**config.mk**
```make
export PLATFORM = sky130hd
export DESIGN_NAME = pc_gen
export DESIGN_NICKNAME = d
export VERILOG_FILES = /design/src/rtl/pc_pkg.sv /design/src/rtl/pc_btb.sv /design/src/rtl/pc_gen.sv
export SDC_FILE = /design/constraint.sdc
export NUM_CORES = 1
export LEC_CHECK = 0
export CAP_MARGIN = 20
export CORE_MARGIN = 4
export CORE_UTILIZATION = 38
export CTS_CLUSTER_DIAMETER = 60
export CTS_CLUSTER_SIZE = 20
export DETAILED_ROUTE_END_ITERATION = 16
export PLACE_DENSITY_LB_ADDON = 0.2
export SETUP_SLACK_MARGIN = 0.4
export SYNTH_ARGS = -nofsm -noshare
export SYNTH_HDL_FRONTEND = slang
export SYNTH_SLANG_ARGS = --single-unit
```
**constraint.sdc**
```tcl
create_clock -name clk -period 3.79 [get_ports clk]
set_input_delay 0.379 -clock clk [delete_from_list [all_inputs] [get_ports clk]]
set_output_delay 0.379 -clock clk [all_outputs]
set_load 0.05 [all_outputs]
```
**src/rtl/pc_pkg.sv**
```systemverilog
// Shared constants and types for the fetch PC generator and its branch target buffer.
// Latency: n/a (declarations only).
// Backpressure: n/a.
package pc_pkg;

  // Default vectors for a 32-bit PC.
  localparam logic [31:0] PC_RESET_VECTOR = 32'hBFC00000;
  localparam logic [31:0] PC_TRAP_VECTOR  = 32'hBFC00380;

  // 2-bit saturating direction counter encoding. Bit 1 is the taken prediction.
  localparam logic [1:0] CTR_SNT = 2'b00;
  localparam logic [1:0] CTR_WNT = 2'b01;
  localparam logic [1:0] CTR_WT  = 2'b10;
  localparam logic [1:0] CTR_ST  = 2'b11;

  // Geometry of the default BTB configuration.
  localparam int BTB_PC_W          = 32;
  localparam int BTB_DEPTH_DEFAULT = 16;
  localparam int BTB_IDX_W         = $clog2(BTB_DEPTH_DEFAULT);
  localparam int BTB_TAG_W         = BTB_PC_W - BTB_IDX_W - 2;

  // One BTB entry. Only 'valid' is reset; the other fields are qualified by it.
  typedef struct packed {
    logic                 valid;
    logic [BTB_TAG_W-1:0] tag;
    logic [BTB_PC_W-1:0]  target;
    logic [1:0]           ctr;
  } btb_entry_t;

  function automatic logic [1:0] ctr_inc(input logic [1:0] c);
    return (c == CTR_ST) ? CTR_ST : c + 2'd1;
  endfunction

  function automatic logic [1:0] ctr_dec(input logic [1:0] c);
    return (c == CTR_SNT) ? CTR_SNT : c - 2'd1;
  endfunction

endpackage

```
**src/rtl/pc_btb.sv**
```systemverilog
// Direct-mapped branch target buffer with 2-bit saturating direction counters.
// Latency: lookup is combinational on pc_i; updates land on the next rising clk.
// Backpressure: none; updates are always accepted, independent of fetch stalls.
//
// Ports:
//   clk, rst            clock, async active-high reset (clears valid bits only)
//   pc_i                fetch PC to look up
//   upd_valid_i/pc/target/taken   resolved control-flow update from Execute
//   hit_taken_o         entry valid, tag matches and counter predicts taken
//   hit_target_o        stored target of the indexed entry (word aligned)
module pc_btb
  import pc_pkg::*;
#(
  parameter int DATA_WIDTH = 32,
  parameter int BTB_DEPTH  = 16
) (
  input  logic                  clk,
  input  logic                  rst,
  input  logic [DATA_WIDTH-1:0] pc_i,
  input  logic                  upd_valid_i,
  input  logic [DATA_WIDTH-1:0] upd_pc_i,
  input  logic [DATA_WIDTH-1:0] upd_target_i,
  input  logic                  upd_taken_i,
  output logic                  hit_taken_o,
  output logic [DATA_WIDTH-1:0] hit_target_o
);

  localparam int IDX_W = $clog2(BTB_DEPTH);
  localparam int TAG_W = DATA_WIDTH - IDX_W - 2;

  logic [BTB_DEPTH-1:0]  valid_q;
  logic [TAG_W-1:0]      tag_q    [BTB_DEPTH];
  logic [DATA_WIDTH-1:0] target_q [BTB_DEPTH];
  logic [1:0]            ctr_q    [BTB_DEPTH];

  // Lookup side: reads the current array contents, so a same-cycle update
  // to the same index only becomes visible after the clock edge.
  logic [IDX_W-1:0] lk_idx;
  logic [TAG_W-1:0] lk_tag;
  logic             lk_hit;

  assign lk_idx       = pc_i[IDX_W+1:2];
  assign lk_tag       = pc_i[DATA_WIDTH-1:IDX_W+2];
  assign lk_hit       = valid_q[lk_idx] && (tag_q[lk_idx] == lk_tag);
  assign hit_taken_o  = lk_hit && ctr_q[lk_idx][1];
  assign hit_target_o = target_q[lk_idx];

  // Update side.
  logic [IDX_W-1:0]      up_idx;
  logic [TAG_W-1:0]      up_tag;
  logic [DATA_WIDTH-1:0] up_tgt;
  logic                  up_en;
  logic                  up_hit;
  logic                  alloc;
  logic                  tk_hit;
  logic                  nt_hit;

  assign up_idx = upd_pc_i[IDX_W+1:2];
  assign up_tag = upd_pc_i[DATA_WIDTH-1:IDX_W+2];
  assign up_tgt = {upd_target_i[DATA_WIDTH-1:2], 2'b00};
  // An update presented while reset is high is dropped.
  assign up_en  = upd_valid_i && !rst;
  assign up_hit = valid_q[up_idx] && (tag_q[up_idx] == up_tag);
  assign alloc  = up_en &&  upd_taken_i && !up_hit;
  assign tk_hit = up_en &&  upd_taken_i &&  up_hit;
  assign nt_hit = up_en && !upd_taken_i &&  up_hit;

  always_ff @(posedge clk or posedge rst) begin
    if (rst) begin
      valid_q <= '0;
    end else if (alloc) begin
      valid_q[up_idx] <= 1'b1;
    end
  end

  // Payload storage carries no reset; valid_q qualifies every read.
  always_ff @(posedge clk) begin
    if (alloc) begin
      tag_q[up_idx]    <= up_tag;
      target_q[up_idx] <= up_tgt;
      ctr_q[up_idx]    <= CTR_WT;
    end else if (tk_hit) begin
      target_q[up_idx] <= up_tgt;
      ctr_q[up_idx]    <= ctr_inc(ctr_q[up_idx]);
    end else if (nt_hit) begin
      ctr_q[up_idx]    <= ctr_dec(ctr_q[up_idx]);
    end
  end

  // Byte-offset bits are architecturally zero and deliberately not used.
  logic unused_low_bits;
  assign unused_low_bits = ^{pc_i[1:0], upd_pc_i[1:0], upd_target_i[1:0]};

endmodule

```
**src/rtl/pc_gen.sv**
```systemverilog
// Fetch PC generator: PC register, next-PC priority select and optional BTB prediction.
// Latency: next PC registered on each rising clk; pc_plus4_o and prediction are combinational on pc_o.
// Backpressure: stall_i holds pc_o; trap_i and redirect_i override a stall.
//
// Optional feature: define PC_GEN_BTB_EN to instantiate the branch target
// buffer. Without it the upd_* inputs are ignored and no prediction is made.
//
// Ports:
//   clk, rst                     clock, async active-high reset (pc_o = RESET_VECTOR)
//   stall_i                      hold current PC
//   redirect_i, redirect_pc_i    Execute redirect and its target
//   trap_i                       trap request, loads TRAP_VECTOR
//   upd_valid_i/pc/target/taken  resolved branch update for the BTB
//   pc_o, pc_plus4_o             current fetch PC and PC+4
//   pred_taken_o, pred_target_o  prediction for pc_o (target = pc_plus4_o when not taken)
module pc_gen
  import pc_pkg::*;
#(
  parameter int                    DATA_WIDTH   = 32,
  parameter logic [DATA_WIDTH-1:0] RESET_VECTOR = PC_RESET_VECTOR,
  parameter logic [DATA_WIDTH-1:0] TRAP_VECTOR  = PC_TRAP_VECTOR,
  parameter int                    BTB_DEPTH    = 16
) (
  input  logic                  clk,
  input  logic                  rst,
  input  logic                  stall_i,
  input  logic                  redirect_i,
  input  logic [DATA_WIDTH-1:0] redirect_pc_i,
  input  logic                  trap_i,
  input  logic                  upd_valid_i,
  input  logic [DATA_WIDTH-1:0] upd_pc_i,
  input  logic [DATA_WIDTH-1:0] upd_target_i,
  input  logic                  upd_taken_i,
  output logic [DATA_WIDTH-1:0] pc_o,
  output logic [DATA_WIDTH-1:0] pc_plus4_o,
  output logic                  pred_taken_o,
  output logic [DATA_WIDTH-1:0] pred_target_o
);

  // Vectors are forced to word alignment so pc_o[1:0] can never be nonzero.
  localparam logic [DATA_WIDTH-1:0] RESET_PC = {RESET_VECTOR[DATA_WIDTH-1:2], 2'b00};
  localparam logic [DATA_WIDTH-1:0] TRAP_PC  = {TRAP_VECTOR[DATA_WIDTH-1:2], 2'b00};

  logic [DATA_WIDTH-1:0] pc_q;
  logic [DATA_WIDTH-1:0] pc_next;
  logic [DATA_WIDTH-1:0] pc_plus4;
  logic                  btb_taken;
  logic [DATA_WIDTH-1:0] btb_target;

  // Wraps modulo 2^DATA_WIDTH.
  assign pc_plus4 = pc_q + DATA_WIDTH'(4);

`ifdef PC_GEN_BTB_EN
  pc_btb #(
    .DATA_WIDTH (DATA_WIDTH),
    .BTB_DEPTH  (BTB_DEPTH)
  ) u_btb (
    .clk          (clk),
    .rst          (rst),
    .pc_i         (pc_q),
    .upd_valid_i  (upd_valid_i),
    .upd_pc_i     (upd_pc_i),
    .upd_target_i (upd_target_i),
    .upd_taken_i  (upd_taken_i),
    .hit_taken_o  (btb_taken),
    .hit_target_o (btb_target)
  );
`else
  assign btb_taken  = 1'b0;
  assign btb_target = pc_plus4;

  logic unused_upd;
  assign unused_upd = ^{upd_valid_i, upd_pc_i, upd_target_i, upd_taken_i};
`endif

  assign pred_taken_o  = btb_taken;
  assign pred_target_o = btb_taken ? btb_target : pc_plus4;

  always_comb begin
    pc_next = pc_plus4;
    if (trap_i) begin
      pc_next = TRAP_PC;
    end else if (redirect_i) begin
      pc_next = {redirect_pc_i[DATA_WIDTH-1:2], 2'b00};
    end else if (stall_i) begin
      pc_next = pc_q;
    end else if (pred_taken_o) begin
      pc_next = pred_target_o;
    end
  end

  always_ff @(posedge clk or posedge rst) begin
    if (rst) begin
      pc_q <= RESET_PC;
    end else begin
      pc_q <= pc_next;
    end
  end

  assign pc_o       = pc_q;
  assign pc_plus4_o = pc_plus4;

  logic unused_redirect_low;
  assign unused_redirect_low = ^redirect_pc_i[1:0];

endmodule

```
==> impl_metrics.ini <==
[timing]
fmax_mhz = 313
setup_viol_count_final = 0
maxSlewViolCount = 0
tightestPinTransition_ns = 0.884
finalHoldWorstSlack_ns = 0.579
min_period_over_period_pct = 84.3
slew_headroom_pct = 40.9
rsz0062_at_grt = true
hold_violations = 0
min_period_ns = 3.19
finalSetupTns_ns = 0
skew_ns = 0.00761

[finish]
multi_input_area_um2 = 1680
diodes = 0
regArea_um2 = 762
instances_no_fill = 534
drive_gt1_share_pct = 15.2
largest_reg_flops = 30
syn_to_final_growth_pct = 42.0
num-fill-cells = 719
final_nets = 538
final_util_pct = 55.3

[die]
initial_core_util_pct = 38.9
dieArea_um2 = 8820
dieWidth_um = 93.9
core_um2 = 7210
boundaryPins = 200
fp.dieH_um = 93.9
placementRows = 31

[routing]
dr.pass1.iters = 4
vias = 2841
drt-initial-drc-count = 210
viasPerCell = 5.32
ant_nets = 0
wire_per_inst_um = 16.6
routed_wl_mm = 8.89
drc = 0

[synthesis]
yosys.area.top_type = dfrtp_1
avgSynthCellArea_um2 = 8.02
synthCells = 350
synth.cell_area_um2 = 2810
synth-seq-cells = 30
synth_warnings = 0
synth_seq_area_share_pct = 27.2
synthTopCellsByArea = dfrtp_1 (19%), buf_4 (10%), xnor2_1 (9.1%), dfstp_2 (8.4%), nor2_1 (4.5%)
synth_top_area_share_pct = 18.7
synth.distinct_cells = 47

[placed_design]
dpl.hpwl_mm = 6.51
routabilityCongestion = 0.827
place_inst = 525
io_buffers = 124

[setup_path]
cp-end-kind = primary output
worstPathArrival_ns = 2.81
path_max_fanout = 8
critPathKind = reg2out
critPathRequiredTime_ns = 3.41
start_kind = register

[clock_network]
root_buffer = clkbuf_8
cts_max_level = 2
cts_max_path_buffers = 2
cts_buffers = 5
clk_pin_slew_ns = 0.07
cts_tree = built
clock_sinks = 30
cts_setup_buffers = 0
holdBufCountCts = 0
clk_latency_ns = 0.28

[power]
power_frac_comb_pct = 44.6
ir_worst_vdd_mv = 0.151
power_density_nw_per_um2 = 300
switchingPower_mw = 0.521
seq_power_share_pct = 32.8
clock_power_share_pct = 22.6
p_leak_nw = 1.56
internal_power_mw = 0.673
p_sw_share_pct = 43.6

[flow_run]
maxCapViolCount = 0

[global_route]
grt_pass1_vias = 2692
grt_antenna_before_repair = 0
grt_pass1_wl_mm = 13.7
grtUsageTotal_pct = 19.7
grt_overflow = 0
grt_start_max_net_pins = 42

[status]
status = finished, final reports clean

[min_path]
hold_path_class = in2async
## critical path, cell delays in order, from the launching register on
cell             delay [ns]
dfrtp_1                0.48
ha_1                   0.30
nand4_2                0.26
nor2_2                 0.35
nand2_1                0.11
xnor2_1                0.19
clkdlybuf4s50_1        0.83
## final cells by class
| cell class | count | area share (%) |
|---|---|---|
| clock buffer | 7 | 2.17 |
| multi-input combinational | 251 | 42.1 |
| clock inverter | 1 | 0.126 |
| inverter | 11 | 1.04 |
| timing repair buffer | 135 | 32.4 |
| sequential | 30 | 19.1 |
| tap | 99 | 3.11 |
## cell families after synthesis
| family | synth area share, % |
|---|---|
| muxes | 0.713 |
| other | 0.134 |
| AOI/OAI and AO/OA | 12.4 |
| buffers and inverters | 15.4 |
| xor gates and xnor gates | 11.5 |
| adders and majority gates | 0.446 |
| DFF | 27.2 |
| and+or+nand+nor | 32.2 |
## synthesized netlist by cell type (all sizes together)
master / number
xor2: 8
dfstp: 9
or2: 1
clkbuf: 17
nand4: 16
and2: 3
o21ai: 2
o21a: 2
a211oi: 14
nor4b: 1
nand2b: 1
or3: 8
nand2: 13
and3: 7
inv: 10
mux2i: 2
ha: 1
nand4b: 1
nor3: 21
o22ai: 2
a211o: 1
clkinv: 1
nand3: 19
nor2: 35
a31oi: 4
buf: 47
a2111oi: 5
a311oi: 7
nor3b: 7
dfrtp: 21
and4: 10
o21bai: 4
xnor2: 29
conb: 1
nor4: 7
a21oi: 6
nor2b: 5
nor4bb: 2
## final timing paths
path	from	to	slack [ns]	cells after the start
max	pc_o[2]$_DFFE_PP0P_	pc_plus4_o[18]	0.60	6
min	rst	pc_o[22]$_DFFE_PP1P_	0.58	2
max reg2reg	pc_o[2]$_DFFE_PP0P_	pc_o[20]$_DFFE_PP0P_	1.57	6
min reg2reg	pc_o[25]$_DFFE_PP1P_	pc_o[25]$_DFFE_PP1P_	0.68	2
max in group asynchronous	rst	pc_o[26]$_DFFE_PP1P_	2.69	5
min in group clk	redirect_pc_i[2]	pc_o[2]$_DFFE_PP0P_	0.64	3
## through the flow
step	cell area (um^2)	setup WS, ns	total power, mW
2_1_floorplan	2870	0.416	0.777
3_3_place_gp	3850	0.707	0.923
3_5_place_dp	3850	0.689	0.928
4_1_cts	3950	0.501	1.20
5_1_grt	3990	0.397	1.25
6_report	3990	0.596	1.19
## cell usage in the layout, fill, tap and decap left out, drive strengths merged, types with 4 or more instances in the layout
master         synthesis  layout
nor4                   7       7
dfstp                  9       9
nor3b                  7       7
nand4                 16      16
and4                  10      10
o21bai                 4       4
a211oi                14      14
a21oi                  6       6
nand3                 19      19
inv                   10      10
buf                   47      35
dfrtp                 21      21
nor2                  35      35
clkdlybuf4s50          0      97
nor2b                  5       5
conb                   1       7
or3                    8       8
nor3                  21      21
a31oi                  4       4
xnor2                 29      29
xor2                   8       8
a2111oi                5       5
nand2                 13      13
a311oi                 7       7
and3                   7       7
clkbuf                17       7
## metal layers
layer | wire (um) | track usage, % | vias to the layer above
li1 | - | - | 1375
met5 | 0 | 0 | -
met4 | 32 | 2.77 | 0
met1 | 3980 | 26.7 | 1370
met3 | 497 | 3.77 | 5
met2 | 4380 | 33.2 | 91
## timing repair
item | CTS | global route
endpoints found under the setup margin | 2 | 6
pin swaps | 0 | 0
hold endpoints to repair | 0 | 0
resized for setup | 1 | 4
## power groups by stage
| stage | combinational, mW | clock (mW) | sequential, mW |
|---|---|---|---|
| 2_1_floorplan | 0.327 | 0 | 0.450 |
| 3_3_place_gp | 0.527 | 0 | 0.395 |
| 3_5_place_dp | 0.531 | 0 | 0.397 |
| 4_1_cts | 0.532 | 0.276 | 0.392 |
| 5_1_grt | 0.557 | 0.293 | 0.397 |
| 6_report | 0.532 | 0.270 | 0.392 |
Note: power is estimated with default switching activity, not from simulation.
